<file path="config.mk">
export PLATFORM = sky130hd
export DESIGN_NAME = pipe_hazard_ctrl
export DESIGN_NICKNAME = d
export VERILOG_FILES = /design/src/rtl/pipe_hazard_ctrl.sv
export SDC_FILE = /design/constraint.sdc
export NUM_CORES = 1
export LEC_CHECK = 0
export ABC_AREA = 1
export CAP_MARGIN = 20
export CORE_ASPECT_RATIO = 0.8
export CORE_MARGIN = 2
export CORE_UTILIZATION = 24
export CTS_CLUSTER_DIAMETER = 100
export DETAILED_ROUTE_END_ITERATION = 8
export PLACE_DENSITY = 0.84
export SKIP_LAST_GASP = 1
export SLEW_MARGIN = 40
export SYNTH_ARGS = -nofsm -noshare
export SYNTH_HDL_FRONTEND = slang
export SYNTH_SLANG_ARGS = --single-unit
</file>
<file path="constraint.sdc">
create_clock -name CLK -period 1.05 [get_ports CLK]
set_input_delay 0.21 -clock CLK [delete_from_list [all_inputs] [get_ports CLK]]
set_output_delay 0.21 -clock CLK [all_outputs]
set_load 0.03 [all_outputs]
</file>
<file path="src/rtl/pipe_hazard_ctrl.sv">
// pipe_hazard_ctrl: stall/flush sequencer for the 5-stage pipeline.
// Drives the PC enable/load and the enable/bubble controls of the four
// pipeline register bars from cache status, load-use hazards, MEM-stage
// redirects and halt progress.
// Optional build macro PIPE_HAZARD_PERF_EN adds the stall_cnt/flush_cnt
// performance counters.
//
// state  | meaning
// -------+-----------------------------------------------------------
// RUN    | normal issue; hazards resolved by priority each cycle
// DRAIN  | HALT accepted in ID, fetch stopped, waiting for it in WB
// HALTED | processor stopped; only RST leaves
module pipe_hazard_ctrl (
  input  logic        CLK,
  input  logic        RST,
  input  logic        ihit,
  input  logic        dhit,
  input  logic        mem_req,
  input  logic [4:0]  id_rs,
  input  logic [4:0]  id_rt,
  input  logic        id_uses_rt,
  input  logic        id_halt,
  input  logic        ex_dREN,
  input  logic [4:0]  ex_rt,
  input  logic        mem_redirect,
  input  logic [31:0] mem_target,
  input  logic        wb_halt,
  output logic        pc_en,
  output logic        pc_load,
  output logic [31:0] pc_target,
  output logic        en_1,
  output logic        en_2,
  output logic        en_3,
  output logic        en_4,
  output logic        flush_1,
  output logic        flush_2,
  output logic        flush_3,
  output logic        halted
`ifdef PIPE_HAZARD_PERF_EN
  ,
  output logic [31:0] stall_cnt,
  output logic [31:0] flush_cnt
`endif
);

  typedef enum logic [1:0] {
    RUN    = 2'd0,
    DRAIN  = 2'd1,
    HALTED = 2'd2
  } state_e;

  state_e state_q, state_d;
  logic   halted_q;
  logic   freeze;
  logic   load_use;

  assign freeze   = mem_req & ~dhit;
  assign load_use = ex_dREN & (ex_rt != 5'd0) &
                    ((ex_rt == id_rs) | (id_uses_rt & (ex_rt == id_rt)));

  assign pc_target = mem_target;
  assign halted    = halted_q;

  // Per-cycle enable/flush decisions and next state, first matching rule wins.
  always_comb begin
    state_d = state_q;
    pc_en   = 1'b0;
    pc_load = 1'b0;
    {en_1, en_2, en_3, en_4} = 4'b0000;
    {flush_1, flush_2, flush_3} = 3'b000;
    if (RST) begin
      {en_1, en_2, en_3, en_4} = 4'b1111;
      {flush_1, flush_2, flush_3} = 3'b111;
      state_d = RUN;
    end else begin
      case (state_q)
        RUN: begin
          if (freeze) begin
            // everything holds, including a pending redirect
          end else if (mem_redirect) begin
            pc_load = 1'b1;
            {en_1, en_2, en_3, en_4} = 4'b1111;
            {flush_1, flush_2, flush_3} = 3'b111;
          end else if (load_use) begin
            {en_2, en_3, en_4} = 3'b111;
            flush_2 = 1'b1;
          end else if (id_halt) begin
            {en_1, en_2, en_3, en_4} = 4'b1111;
            flush_1 = 1'b1;
            state_d = DRAIN;
          end else if (!ihit) begin
            {en_1, en_2, en_3, en_4} = 4'b1111;
            flush_1 = 1'b1;
          end else begin
            pc_en = 1'b1;
            {en_1, en_2, en_3, en_4} = 4'b1111;
          end
        end
        DRAIN: begin
          if (freeze) begin
            // hold; wb_halt is not accepted while frozen
          end else if (mem_redirect) begin
            // an older control transfer squashed the HALT
            pc_load = 1'b1;
            {en_1, en_2, en_3, en_4} = 4'b1111;
            {flush_1, flush_2, flush_3} = 3'b111;
            state_d = RUN;
          end else begin
            {en_1, en_2, en_3, en_4} = 4'b1111;
            flush_1 = 1'b1;
            if (wb_halt) state_d = HALTED;
          end
        end
        HALTED: state_d = HALTED;
        default: state_d = RUN;
      endcase
    end
  end

  // State and sticky halted flag.
  always_ff @(posedge CLK) begin
    if (RST) begin
      state_q  <= RUN;
      halted_q <= 1'b0;
    end else begin
      state_q  <= state_d;
      halted_q <= (state_d == HALTED);
    end
  end

`ifdef PIPE_HAZARD_PERF_EN
  logic [31:0] stall_cnt_q, flush_cnt_q;

  assign stall_cnt = stall_cnt_q;
  assign flush_cnt = flush_cnt_q;

  // Stall cycles (PC neither advancing nor loading) and applied redirects.
  always_ff @(posedge CLK) begin
    if (RST) begin
      stall_cnt_q <= 32'd0;
      flush_cnt_q <= 32'd0;
    end else begin
      if ((state_q != HALTED) && !pc_en && !pc_load)
        stall_cnt_q <= stall_cnt_q + 32'd1;
      if (pc_load)
        flush_cnt_q <= flush_cnt_q + 32'd1;
    end
  end
`endif

endmodule

</file>
==> impl_results.md <==
* Gate Count Post-Synth at approximately 130
* Total Routing Usage GR at 11.5%
* Final period util at 143%
* Post-Syn Area at 696 um^2
* Worst-Margin Slew at 299 ps
* Synth async-reset ratio at 0%
* N_diodes at 0
* Post-DP HPWL at 1.35 mm
* Psw at 291 uW
* Critical path arrival at 1290 ps
* Core area at 0.00277 mm^2
* H-tree depth at 1
* Reg clk slew, reported paths at 40 ps
* CTS Buffer Depth at 2
* Slew margin rel. at about four fifths
* Hold crit path type: in2out
* Max-Cap Viols at 0
* Final Setup Violations at 10
* Largest area contributor in the netlist: buf_4
* Avg WL per Cell at roughly 9.8 um
* Critical Path Sink Type: primary output
* DIE WIDTH at 64.2 um
* Fin. max-slew vios at 0
* Failing checks: setup timing
* Port bufs at 34
* Power Internal at 494 uW
* Tot Pwr at 784 uW
* Critical path peak fanout at 2
* Critical path class: reg2out
* Clock root buffer: clkbuf_4
* DR vias at between 700 and 800
* Final ANT Viol Nets at 0
* Chip height at 52.2 um
* Sequential area share after synthesis at 8.63%
* Drt drc at 0
* Peak supply drop at 0.202 mV
* Sw Ratio at 37.1%
* Fin crit period at 1500 ps
* RD Place Congestion at 0.840
* Number of nets in the layout at 206
* Clk_skew at 7.85 ps
* WHS at approximately 420 ps
* Clk sinks at 3
* Overflow left after global routing at 0
* Worst skew pair latency at 250 ps
* Crit path required time at 840 ps
* CTS Buf Count at 3
* Worst setup SP type: flop
* Pre-antenna DRT Iters at 4
* CTS tree: done
* Vias in the first global route at ~710
* RSZ-0062 raised after global routing: yes
* Avg Cell Area, Syn at 5.52 um^2
* Total die area at 0.00335 mm^2
* Comb power frac at 56.3%
* Row cnt at 17
* Total number of yosys warnings at 0
* FF+latch count, synth at 3
* Via density at between 4 and 5
* Drt first-iter violations at 30
* Final hold violations at 0
* P_leak at approximately 0.00060 uW
* Layout area overhead at 65.6%
* Pwr Density at between 600 and 700 mW/mm^2
* Share of total power in sequential cells at 15.5%
* Final wirelength at 1.81 mm
* Cell variety after synth at 17
* Yosys top cell area share at 36.7%
* First-pass GRT wire length at approximately 2.9 mm
* Initial antenna violation count at 0
* Fill cells at 281
* Clock network power share at between 20 and 30%
* Top post-synthesis cells by area: buf_4 37%, nand2_1 18%, dfxtp_1 8.6%, inv_1 8.1%, nor2_1 6.5%
* Mapped Nets at 183
* Number of synthesized flops with an enable pin at 0
* Initial Utilization at 25.2%
* Run status: complete, but fails checks
* Layout cells sized above 1 at 60.1%
* Prevailing post-synth register cell: dfxtp_1
* Largest net degree at the start of global routing at 6
* # IOs at 99
* Timing-limited maximum frequency at 0.668 GHz
* Final WS setup at -447 ps
## cell usage after synthesis (2+ instances only)
master / n
buf_4: 34
nand2_1: 34
inv_1: 15
nor2_1: 12
inv_2: 8
nand3_1: 4
o21ai_0: 4
dfxtp_1: 3
a21oi_1: 2
nand2_2: 2
nand4_1: 2
## per-layer routing
layer | routed length (um) | global-route usage (%) | up-vias | share of wire [%]
met5 | 0 | 0 | - | 0
met4 | 70 | 10.3 | 0 | 3.9
met3 | 175 | 3.03 | 7 | 9.6
met2 | 866 | 19.4 | 32 | 48
met1 | 701 | 11.9 | 332 | 39
li1 | - | - | 387 | -
## metrics by stage
step                      instance area, um^2  worst slack [ps]  util [%]  cells  TNS (ps)
after floorplan                           738              -150         -    126      -499
after global placement                    941             -1190      34.0    175     -8850
after detailed placement                  941             -1210      34.0    175     -9030
after CTS                                1080              -402      38.9    185     -3030
after global routing                     1150              -497      41.7    186     -3520
final                                    1150              -447      41.7    186     -3020
## final timing paths
check | from | end | slack [ps] | cells after the start
setup / recovery | state_q[0]$_SDFF_PP0_ | pc_en | -450 | 7
hold / removal | mem_target[12] | pc_target[12] | 420 | 0
setup reg to reg | state_q[0]$_SDFF_PP0_ | state_q[0]$_SDFF_PP0_ | -120 | 8
hold reg to reg | state_q[1]$_SDFF_PP0_ | state_q[1]$_SDFF_PP0_ | 620 | 3
## timing repair
action / CTS / global route
hold buffers: 0 / 0
pin swaps: 33 / 23
resized for setup: 138 / 23
setup endpoints to repair: 10 / 10
setup buffers: 9 / 1
## cell usage in the layout, fill, tap and decap left out, drive strengths merged
cell	netlist	routed
clkdlybuf4s15	0	3
a21oi	3	3
xnor2	1	1
clkbuf	0	4
nor2	12	12
buf	34	43
dfxtp	3	3
clkdlybuf4s50	0	3
o21ai	6	6
nor3	2	2
inv	23	23
dlygate4sd2	0	3
nand2	36	36
nand4	2	2
nand3	4	4
## layout make-up
type                    count  area, um^2  share of cell area [%]
well taps                  38        47.5                    4.13
flip-flops and latches      3        62.6                    5.43
repair buffers             52         510                    44.3
multi-input cells          66         409                    35.5
clock buffers               4        26.3                    2.28
inverters                  23        96.3                    8.36
## registers in the layout, summed over array words and instances (netlist names)
register / cells
state_q: 2
halted: 1
## kinds of logic (layout without fill, tap and decap cells)
family | Yosys count | count (layout) | share of synthesized area, %
AOI/OAI and AO/OA | 9 | 9 | 7.55
xor gates and xnor gates | 1 | 1 | 1.26
and+or+nand+nor | 56 | 56 | 33.5
buffers and inverters | 57 | 79 | 49.1
DFF | 3 | 3 | 8.63
## power by group through the flow
stage / combinational [uW] / sequential, uW / clock [uW]
CTS: 403 / 121 / 220
detailed placement: 355 / 122 / 0
global placement: 349 / 121 / 0
global route: 477 / 121 / 239
floorplan: 399 / 124 / 0
finish: 441 / 121 / 222
## critical path: stages, from the launching register on
cell	delay, ps
dfxtp_2	320
buf_6	120
nor2_4	80
nand2_2	60
inv_2	70
nand2_2	60
nor3_4	170
buf_6	150
(Power assumes the default switching activity.)
